<file path="config.mk">
export PLATFORM = sky130hd
export DESIGN_NAME = snoop_txn_controller
export DESIGN_NICKNAME = d
export VERILOG_FILES = /design/src/rtl/snoop_txn_controller.sv
export SDC_FILE = /design/constraint.sdc
export NUM_CORES = 1
export LEC_CHECK = 0
export BUFFER_PORTS_ARGS = -buffer_cell sky130_fd_sc_hd__buf_2
export CAP_MARGIN = 20
export CORE_AREA = 2 2 142 144
export CTS_CLUSTER_SIZE = 20
export DETAILED_ROUTE_END_ITERATION = 16
export DIE_AREA = 0 0 144 146
export PLACE_DENSITY = 0.58
export SLEW_MARGIN = 20
export SYNTH_ARGS = -nofsm -noshare
export SYNTH_HDL_FRONTEND = slang
export SYNTH_SLANG_ARGS = --single-unit
</file>
<file path="constraint.sdc">
create_clock -name clk -period 2.6 [get_ports clk]
set_input_delay 0 -clock clk [delete_from_list [all_inputs] [get_ports clk]]
set_output_delay 0 -clock clk [all_outputs]
set_load 0.01 [all_outputs]
</file>
<file path="src/rtl/snoop_txn_controller.sv">
// snoop_txn_controller: sequences one coherency transaction at a time on the snoop bus.
// Optional macro SNOOP_TIMEOUT_EN forces completion after TIMEOUT_CYCLES of snoop wait.
module snoop_txn_controller #(
  parameter int NUM_CORES      = 4,
  parameter int ADDR_WIDTH     = 64,
  parameter int TIMEOUT_CYCLES = 16,
  localparam int SW = $clog2(NUM_CORES)
) (
  input  logic                            clk,
  input  logic                            rst_n,
  input  logic [NUM_CORES-1:0]            req_valid,
  output logic [NUM_CORES-1:0]            req_ready,
  input  logic [2*NUM_CORES-1:0]          req_type,
  input  logic [NUM_CORES*ADDR_WIDTH-1:0] req_addr,
  output logic                            bus_valid,
  output logic [ADDR_WIDTH-1:0]           bus_addr,
  output logic [1:0]                      bus_type,
  output logic [SW-1:0]                   bus_src,
  input  logic [NUM_CORES-1:0]            snoop_ack,
  input  logic [NUM_CORES-1:0]            snoop_shared,
  input  logic [NUM_CORES-1:0]            snoop_dirty,
  output logic [NUM_CORES-1:0]            cpl_valid,
  output logic                            cpl_shared,
  output logic                            cpl_dirty,
  output logic                            cpl_timeout,
  output logic                            busy
);

  typedef enum logic [1:0] {
    S_IDLE,
    S_ISSUE,
    S_WAIT,
    S_CPL
  } state_t;

  localparam logic [NUM_CORES-1:0] ONE = NUM_CORES'(1);

  state_t state, state_nx;

  logic [SW-1:0]        rr_ptr;
  logic [SW-1:0]        grant;
  logic [SW-1:0]        idx;
  logic                 grant_hit;
  logic [NUM_CORES-1:0] grant_oh;
  logic [NUM_CORES-1:0] src_mask;
  logic [NUM_CORES-1:0] ack_seen;
  logic [NUM_CORES-1:0] new_ack;
  logic                 collect;
  logic                 all_seen;
  logic                 acc_shared;
  logic                 acc_dirty;

  // Round-robin search from rr_ptr; SW-bit add wraps since NUM_CORES is 2^n.
  always_comb begin
    grant_hit = 1'b0;
    grant     = '0;
    idx       = '0;
    for (int i = 0; i < NUM_CORES; i++) begin
      idx = rr_ptr + SW'(i);
      if (!grant_hit && req_valid[idx]) begin
        grant_hit = 1'b1;
        grant     = idx;
      end
    end
  end

  assign grant_oh = ONE << grant;
  assign src_mask = ONE << bus_src;
  assign collect  = (state == S_ISSUE) || (state == S_WAIT);
  assign new_ack  = snoop_ack & ~ack_seen & ~src_mask
                  & {NUM_CORES{collect}};
  assign all_seen = &(ack_seen | new_ack | src_mask);
  assign busy     = (state != S_IDLE);

`ifdef SNOOP_TIMEOUT_EN
  logic [7:0] to_cnt;
  logic       to_expire;
  logic       to_flag;

  assign to_expire = (to_cnt == 8'(TIMEOUT_CYCLES - 1));

  always_ff @(posedge clk or negedge rst_n) begin
    if (!rst_n) begin
      to_cnt  <= '0;
      to_flag <= 1'b0;
    end else begin
      if (state == S_WAIT) begin
        to_cnt  <= to_cnt + 8'd1;
        to_flag <= !all_seen && to_expire;
      end else begin
        to_cnt <= '0;
        if (state == S_IDLE) to_flag <= 1'b0;
      end
    end
  end

  assign cpl_timeout = (state == S_CPL) && to_flag;
`else
  assign cpl_timeout = 1'b0;
`endif

  always_ff @(posedge clk or negedge rst_n) begin
    if (!rst_n) state <= S_IDLE;
    else        state <= state_nx;
  end

  always_comb begin
    state_nx  = state;
    req_ready = '0;
    bus_valid = 1'b0;
    cpl_valid = '0;
    unique case (state)
      S_IDLE: begin
        if (grant_hit) begin
          req_ready = rst_n ? grant_oh : '0;
          state_nx  = S_ISSUE;
        end
      end
      S_ISSUE: begin
        bus_valid = 1'b1;
        state_nx  = all_seen ? S_CPL : S_WAIT;
      end
      S_WAIT: begin
        if (all_seen) state_nx = S_CPL;
`ifdef SNOOP_TIMEOUT_EN
        else if (to_expire) state_nx = S_CPL;
`endif
      end
      S_CPL: begin
        cpl_valid = src_mask;
        state_nx  = S_IDLE;
      end
      default: state_nx = S_IDLE;
    endcase
  end

  assign cpl_shared = (state == S_CPL) && acc_shared;
  assign cpl_dirty  = (state == S_CPL) && acc_dirty;

  always_ff @(posedge clk or negedge rst_n) begin
    if (!rst_n) begin
      rr_ptr     <= '0;
      bus_addr   <= '0;
      bus_type   <= '0;
      bus_src    <= '0;
      ack_seen   <= '0;
      acc_shared <= 1'b0;
      acc_dirty  <= 1'b0;
    end else begin
      if (state == S_IDLE && grant_hit) begin
        rr_ptr   <= grant + SW'(1);
        bus_addr <= req_addr[int'(grant)*ADDR_WIDTH +: ADDR_WIDTH];
        bus_type <= req_type[int'(grant)*2 +: 2];
        bus_src  <= grant;
      end
      if (state == S_CPL) begin
        ack_seen   <= '0;
        acc_shared <= 1'b0;
        acc_dirty  <= 1'b0;
      end else begin
        ack_seen   <= ack_seen | new_ack;
        acc_shared <= acc_shared | (|(new_ack & snoop_shared));
        acc_dirty  <= acc_dirty | (|(new_ack & snoop_dirty));
      end
    end
  end

endmodule

</file>
# Word-level counts from Yosys, hierarchy flattened
# Index checks and enable logic that the tools add are counted.
# word_totals
reg_bits	78
output_inout_bits	81
input_bits	282
# classes
order_cmp	4
n_mux	28
addsub	4
reduce_logical	16
eq_ne	5
bitwise_logic	11
n_shift	4
# op_table
op	n
variable part select 256 x 9 -> 64 bit	1
AND 4 bit	5
two-way mux 4 bit	5
< comparator 2 x 3 -> 1 bit (second input constant)	4
two-way mux 1 bit	12
two-way mux 2 bit	6
binary-select mux 1 bit (select 2 bit)	4
NOT 4 bit	2
bitwise OR 4 bit	2
one-hot mux 2 bit (4 select lines)	1
OR reduction 4 bit	2
variable part select 8 x 4 -> 2 bit	1
<< shifter 1 x 2 -> 4 bit (first input constant)	2
logical AND 1 bit	6
adder 2 x 1 -> 2 bit (second input constant)	2
adder 2 bit (second input constant)	2
equality test 2 bit (second input constant)	2
inequality test 2 bit (second input constant)	2
AND reduction 4 bit	1
logical NOT 1 bit	3
equality test 2 x 1 -> 1 bit (second input constant)	1
logical NOT 2 bit	1
bitwise OR 1 bit	2
AND reduction 2 bit	1
2 further kinds	2

# Depth between registers and ports, before layout
# depth
depth_word	16
mapped_depth	8

# Least setup slack after synthesis
# OpenSTA, ideal clock, no wires.
# synth_timing
path_kind	reg-to-reg
from	register state[1]
to	register state[0]
stages_incl_launch_ff	8
period_less_slack_ps	1879
setup_slack_ps	721
t_arrival_ps	1796
path_cell_list	dfrtp_1 > inv_1 > ha_1 > and2_1 > o32ai_1 > or4_1 > and3_1 > o21ai_0
# synth_via
elab_chain_cells	8
# synth_lines
element	line	source
start, declared	38	state_t state, state_nx;
start signal, assigned	104	else state <= state_nx;
equality test 2 x 1 -> 1 bit / equality test 2 bit (equally long branches)	69, 112	
logical OR 1 bit	69	assign collect = (state == S_ISSUE) || (state == S_WAIT);
AND 4 bit	71	& {NUM_CORES{collect}};
bitwise OR 4 bit (2 in a row)	72	assign all_seen = &(ack_seen | new_ack | src_mask);
AND reduction 4 bit	72	
two-way mux 1 bit / inequality test 2 bit (equally long branches)	n/a	
one-hot mux 2 bit (4 select lines) / AND reduction 2 bit (equally long branches)	n/a	
# Several ways; a longest one is shown, not always the timed one.
# A chain may end at the register's enable or synchronous reset.

# Worst setup path after layout
# layout_timing
from	register rr_ptr[1]
to	register bus_addr[9]
# layout_via
elab_chain_cells	13
# layout_lines
element	line	source
start, declared	40	logic [SW-1:0] rr_ptr;
start signal, assigned	151	rr_ptr <= grant + SW'(1);
branches (longest 13 deep; another with adder 2 x 1 -> 2 bit)	n/a	
end signal, assigned	152	bus_addr <= req_addr[int'(grant)*ADDR_WIDTH +: ADDR_WIDTH];
end, declared	16	output logic [ADDR_WIDTH-1:0] bus_addr,
# Parallel ways; which one is timed is not known. The select of a mux whose other input is x is not followed.

==> flow_summary.json <==
{
  "die-area_um2": 21000,
  "grt_pass1_wl_um": 37800,
  "slew_headroom_pct": 43.3,
  "rr_endpoint": "bus_addr[9]$_DFFE_PN0P_",
  "synth_area_um2": 5000,
  "yosys.area_share.simple_pct": 11.0,
  "nNetsFinal": 1414,
  "seqCellArea_um2": 1950,
  "synth_cell_types": 42,
  "hold_end": "bus_addr[22]$_DFFE_PN0P_",
  "crit_path_max_incr_delay_ns": 0.62,
  "drv_cap": 0,
  "coreArea_um2": 19300,
  "rsz0062_at_grt": "true",
  "fin_util_pct": 51.0,
  "final.setup.tns_ns": 0,
  "setup_viol": 0,
  "r2r-start": "rr_ptr[1]$_DFFE_PN0P_",
  "cp_slowest_cell": "dlygate4sd3_1",
  "hold_depth": 3,
  "dr.pass1.iters": 5,
  "io_buffer_count": 361,
  "cts_sinks": 78,
  "hold_violations": 0,
  "avgSynthCellArea_um2": 8.89,
  "ys_warn_count": 0,
  "clk_latency_ns": 0.35,
  "grtUsageTotal_pct": 23.1,
  "start_kind": "register",
  "path_buf_inv": 4,
  "p_total_mw": 9.70,
  "die_x_um": 144,
  "synthXorXnorAreaFrac_pct": 0,
  "holdCritStartpoint": "req_addr[22]",
  "area_growth_pct": 97.0,
  "num_rows": 51,
  "endpoint_kind": "register",
  "final_max_slew_viol_count": 0,
  "crit_chain": "buf_4 > or3_1 > a21oi_4 > buf_12 > buf_16 > mux2i_1 > dlygate4sd3_1 > o22ai_1",
  "synthesis.nets": 849,
  "leakagePower_nw": 4.53,
  "synth_compound_area_share_pct": 30.6,
  "power_density_nw_per_um2": 984,
  "synthCells": 563,
  "ant_nets": 0,
  "synth_edf_count": 0,
  "final_cell_mix": "360 x buf_2, 216 x dlygate4sd3_1, 78 x nor2_1, 78 x dfrtp_1",
  "die_h_um": 146,
  "cpLargestDelayFamily": "buffers and inverters",
  "dr_total_vias": 7232,
  "synth.area.mux_share_pct": 13.2,
  "grt_remaining_overflow": 0,
  "grt_pass1_vias": 7168,
  "wl_per_cell_um": 19.2,
  "cp.arrival_ns": 2.78,
  "dp_hpwl_um": 15300,
  "r2r_slack_ns": 0.03,
  "routed_via_density": 5.17,
  "ys_seq_elements": 78,
  "n_antenna_cell": 0,
  "final_common_cell": "buf_2",
  "synthArstFlopShare_pct": 100,
  "cp_data_required_time_ns": 2.81,
  "synth_seq_area_share_pct": 39.0,
  "antenna_found_initial": 2,
  "gp_congestion": 0.800,
  "initial_utilization_pct": 25.9,
  "cts.reportedPaths.clkPinSlew_ns": 0.06,
  "pin_count": 363,
  "peakVddDrop_mv": 0.564,
  "outcome": "finished clean",
  "finClkSkew_ns": 0.00912,
  "final_layout_size_suffix_gt1_share_pct": 37.2,
  "wl_um": 26900,
  "multi_input_area_um2": 2870,
  "drtIter0Drc": 396,
  "worstHoldPathType": "input pin to register",
  "synth_top_family_by_area": "compound AO/OA/AOI/OAI gates",
  "fillers": 1711,
  "cp_max_fo": 12,
  "max_freq_ghz": 0.390,
  "tightest_slew_ns": 0.851,
  "reg2reg_depth": 8,
  "grt_max_degree": 75,
  "cts.path.max_buffers": 2,
  "ys_dominant_reg_cell": "dfrtp_1",
  "cts_max_level": 3,
  "crit_type": "register to register",
  "min_period_ns": 2.57,
  "drc_errors": 0,
  "cts_made_buffers": 9,
  "synth_fa_ha_area_share_pct": 1.00,
  "fin_crit_sh_pct": 98.7,
  "cts_tree": "built",
  "clock-root-buffer": "clkbuf_16"
}
[kinds of logic (layout without fill, tap and decap cells)]
family                   Yosys count  count (layout)
AO/OA/AOI/OAI                    228             229
AND/OR/NAND/NOR                  126             126
flip-flops                        78              78
multiplexers                      66              66
buffers and inverters             60             629
adder cells (fa/ha/maj)            4               4
other                              1               1
[routing by layer]
| layer | GRT usage, % | vias up | part of all wire (%) |
|---|---|---|---|
| met1 | 25.8 | 3373 | 38 |
| met4 | 11.4 | 4 | 4.4 |
| li1 | - | 3311 | - |
| met2 | 41.2 | 443 | 50 |
| met5 | 0 | - | 0.12 |
| met3 | 4.84 | 101 | 7.6 |
[cells in the mapped netlist (2+ instances only)]
| master | n | share of area (%) |
|---|---|---|
| a21oi_1 | 7 | 0.70 |
| a221oi_1 | 66 | 12 |
| a22oi_1 | 2 | 0.30 |
| a31oi_1 | 3 | 0.38 |
| and2_1 | 6 | 0.75 |
| and3_1 | 9 | 1.1 |
| buf_2 | 7 | 0.70 |
| buf_4 | 2 | 0.30 |
| buf_6 | 2 | 0.45 |
| clkbuf_1 | 42 | 3.1 |
| dfrtp_1 | 78 | 39 |
| ha_1 | 4 | 1.0 |
| inv_1 | 6 | 0.45 |
| mux2i_1 | 66 | 13 |
| nand2_1 | 15 | 1.1 |
| nand2b_1 | 4 | 0.50 |
| nor2_1 | 79 | 5.9 |
| nor2b_1 | 5 | 0.63 |
| nor3_1 | 2 | 0.20 |
| o21ai_0 | 60 | 6.0 |
| o21ai_1 | 9 | 0.90 |
| o21bai_1 | 2 | 0.30 |
| o22ai_1 | 67 | 8.4 |
| or2_2 | 2 | 0.25 |
[stage by stage]
step | hold slack [ns] | cells | setup slack, ns | instance area [µm²]
final | 0.00304 | 1398 | 0.0332 | 9860
after global routing | 0.00615 | 1398 | -0.0435 | 9860
after CTS | 0.0000535 | 1385 | 0.0464 | 9640
after detailed placement | 0.00574 | 1152 | 0.286 | 7140
after global placement | 0.0108 | 1152 | 0.341 | 7140
after floorplan | -0.296 | 563 | 0.721 | 5000
[worst max-delay path by stage]
stage | cells after the start | slack, ns | endpoint | from
global route | 6 | -0.04 | req_ready[0] | rr_ptr[0]$_DFFE_PN0P_
finish | 8 | 0.03 | bus_addr[9]$_DFFE_PN0P_ | rr_ptr[1]$_DFFE_PN0P_
floorplan | 7 | 0.72 | state[0]$_DFFE_PN0P_ | state[1]$_DFFE_PN0P_
global placement | 6 | 0.34 | bus_addr[44]$_DFFE_PN0P_ | rr_ptr[0]$_DFFE_PN0P_
CTS | 6 | 0.05 | req_ready[0] | rr_ptr[0]$_DFFE_PN0P_
detailed placement | 6 | 0.29 | bus_addr[40]$_DFFE_PN0P_ | rr_ptr[0]$_DFFE_PN0P_
[sequential cells by signal, indices dropped and copies added (netlist names)]
| name | count |
|---|---|
| bus_addr | 64 |
| ack_seen | 4 |
| bus_src | 2 |
| bus_type | 2 |
| rr_ptr | 2 |
| state | 2 |
| acc_dirty | 1 |
| acc_shared | 1 |
[final cells by class]
| class | instances | area share [%] |
|---|---|---|
| multi-input cells | 426 | 29.1 |
| inverters | 6 | 0.228 |
| flip-flops and latches | 78 | 19.8 |
| repair buffers | 607 | 44.2 |
| clock buffers | 11 | 2.46 |
| well taps | 265 | 3.36 |
| clock inverters | 5 | 0.825 |
[report_power, final]
| part | switching (mW) | internal (mW) | total (mW) | leakage [nW] |
|---|---|---|---|---|
| Clock | 0.550 | 0.871 | 1.42 | 0.156 |
| Combinational | 3.18 | 2.84 | 6.02 | 3.52 |
| Sequential | 0.447 | 1.81 | 2.26 | 0.851 |
[worst min-delay path: cells and delay by family]
| family | cells | cell delay (ns) |
|---|---|---|
| buffers and inverters | 1 | 0.07 |
| AO/OA/AOI/OAI | 2 | 0.22 |
[what timing repair did]
| action | 4_1_cts | 5_1_grt |
|---|---|---|
| gates resized for setup | 0 | 7 |
| pin swaps | 1 | 2 |
| endpoints found under the hold margin | 97 | 0 |
| hold buffers | 216 | 0 |
| endpoints found under the setup margin | 1 | 41 |
| cloned | 1 | 5 |
| buffers inserted | 0 | 8 |
Power figures use the tool's default switching activity.
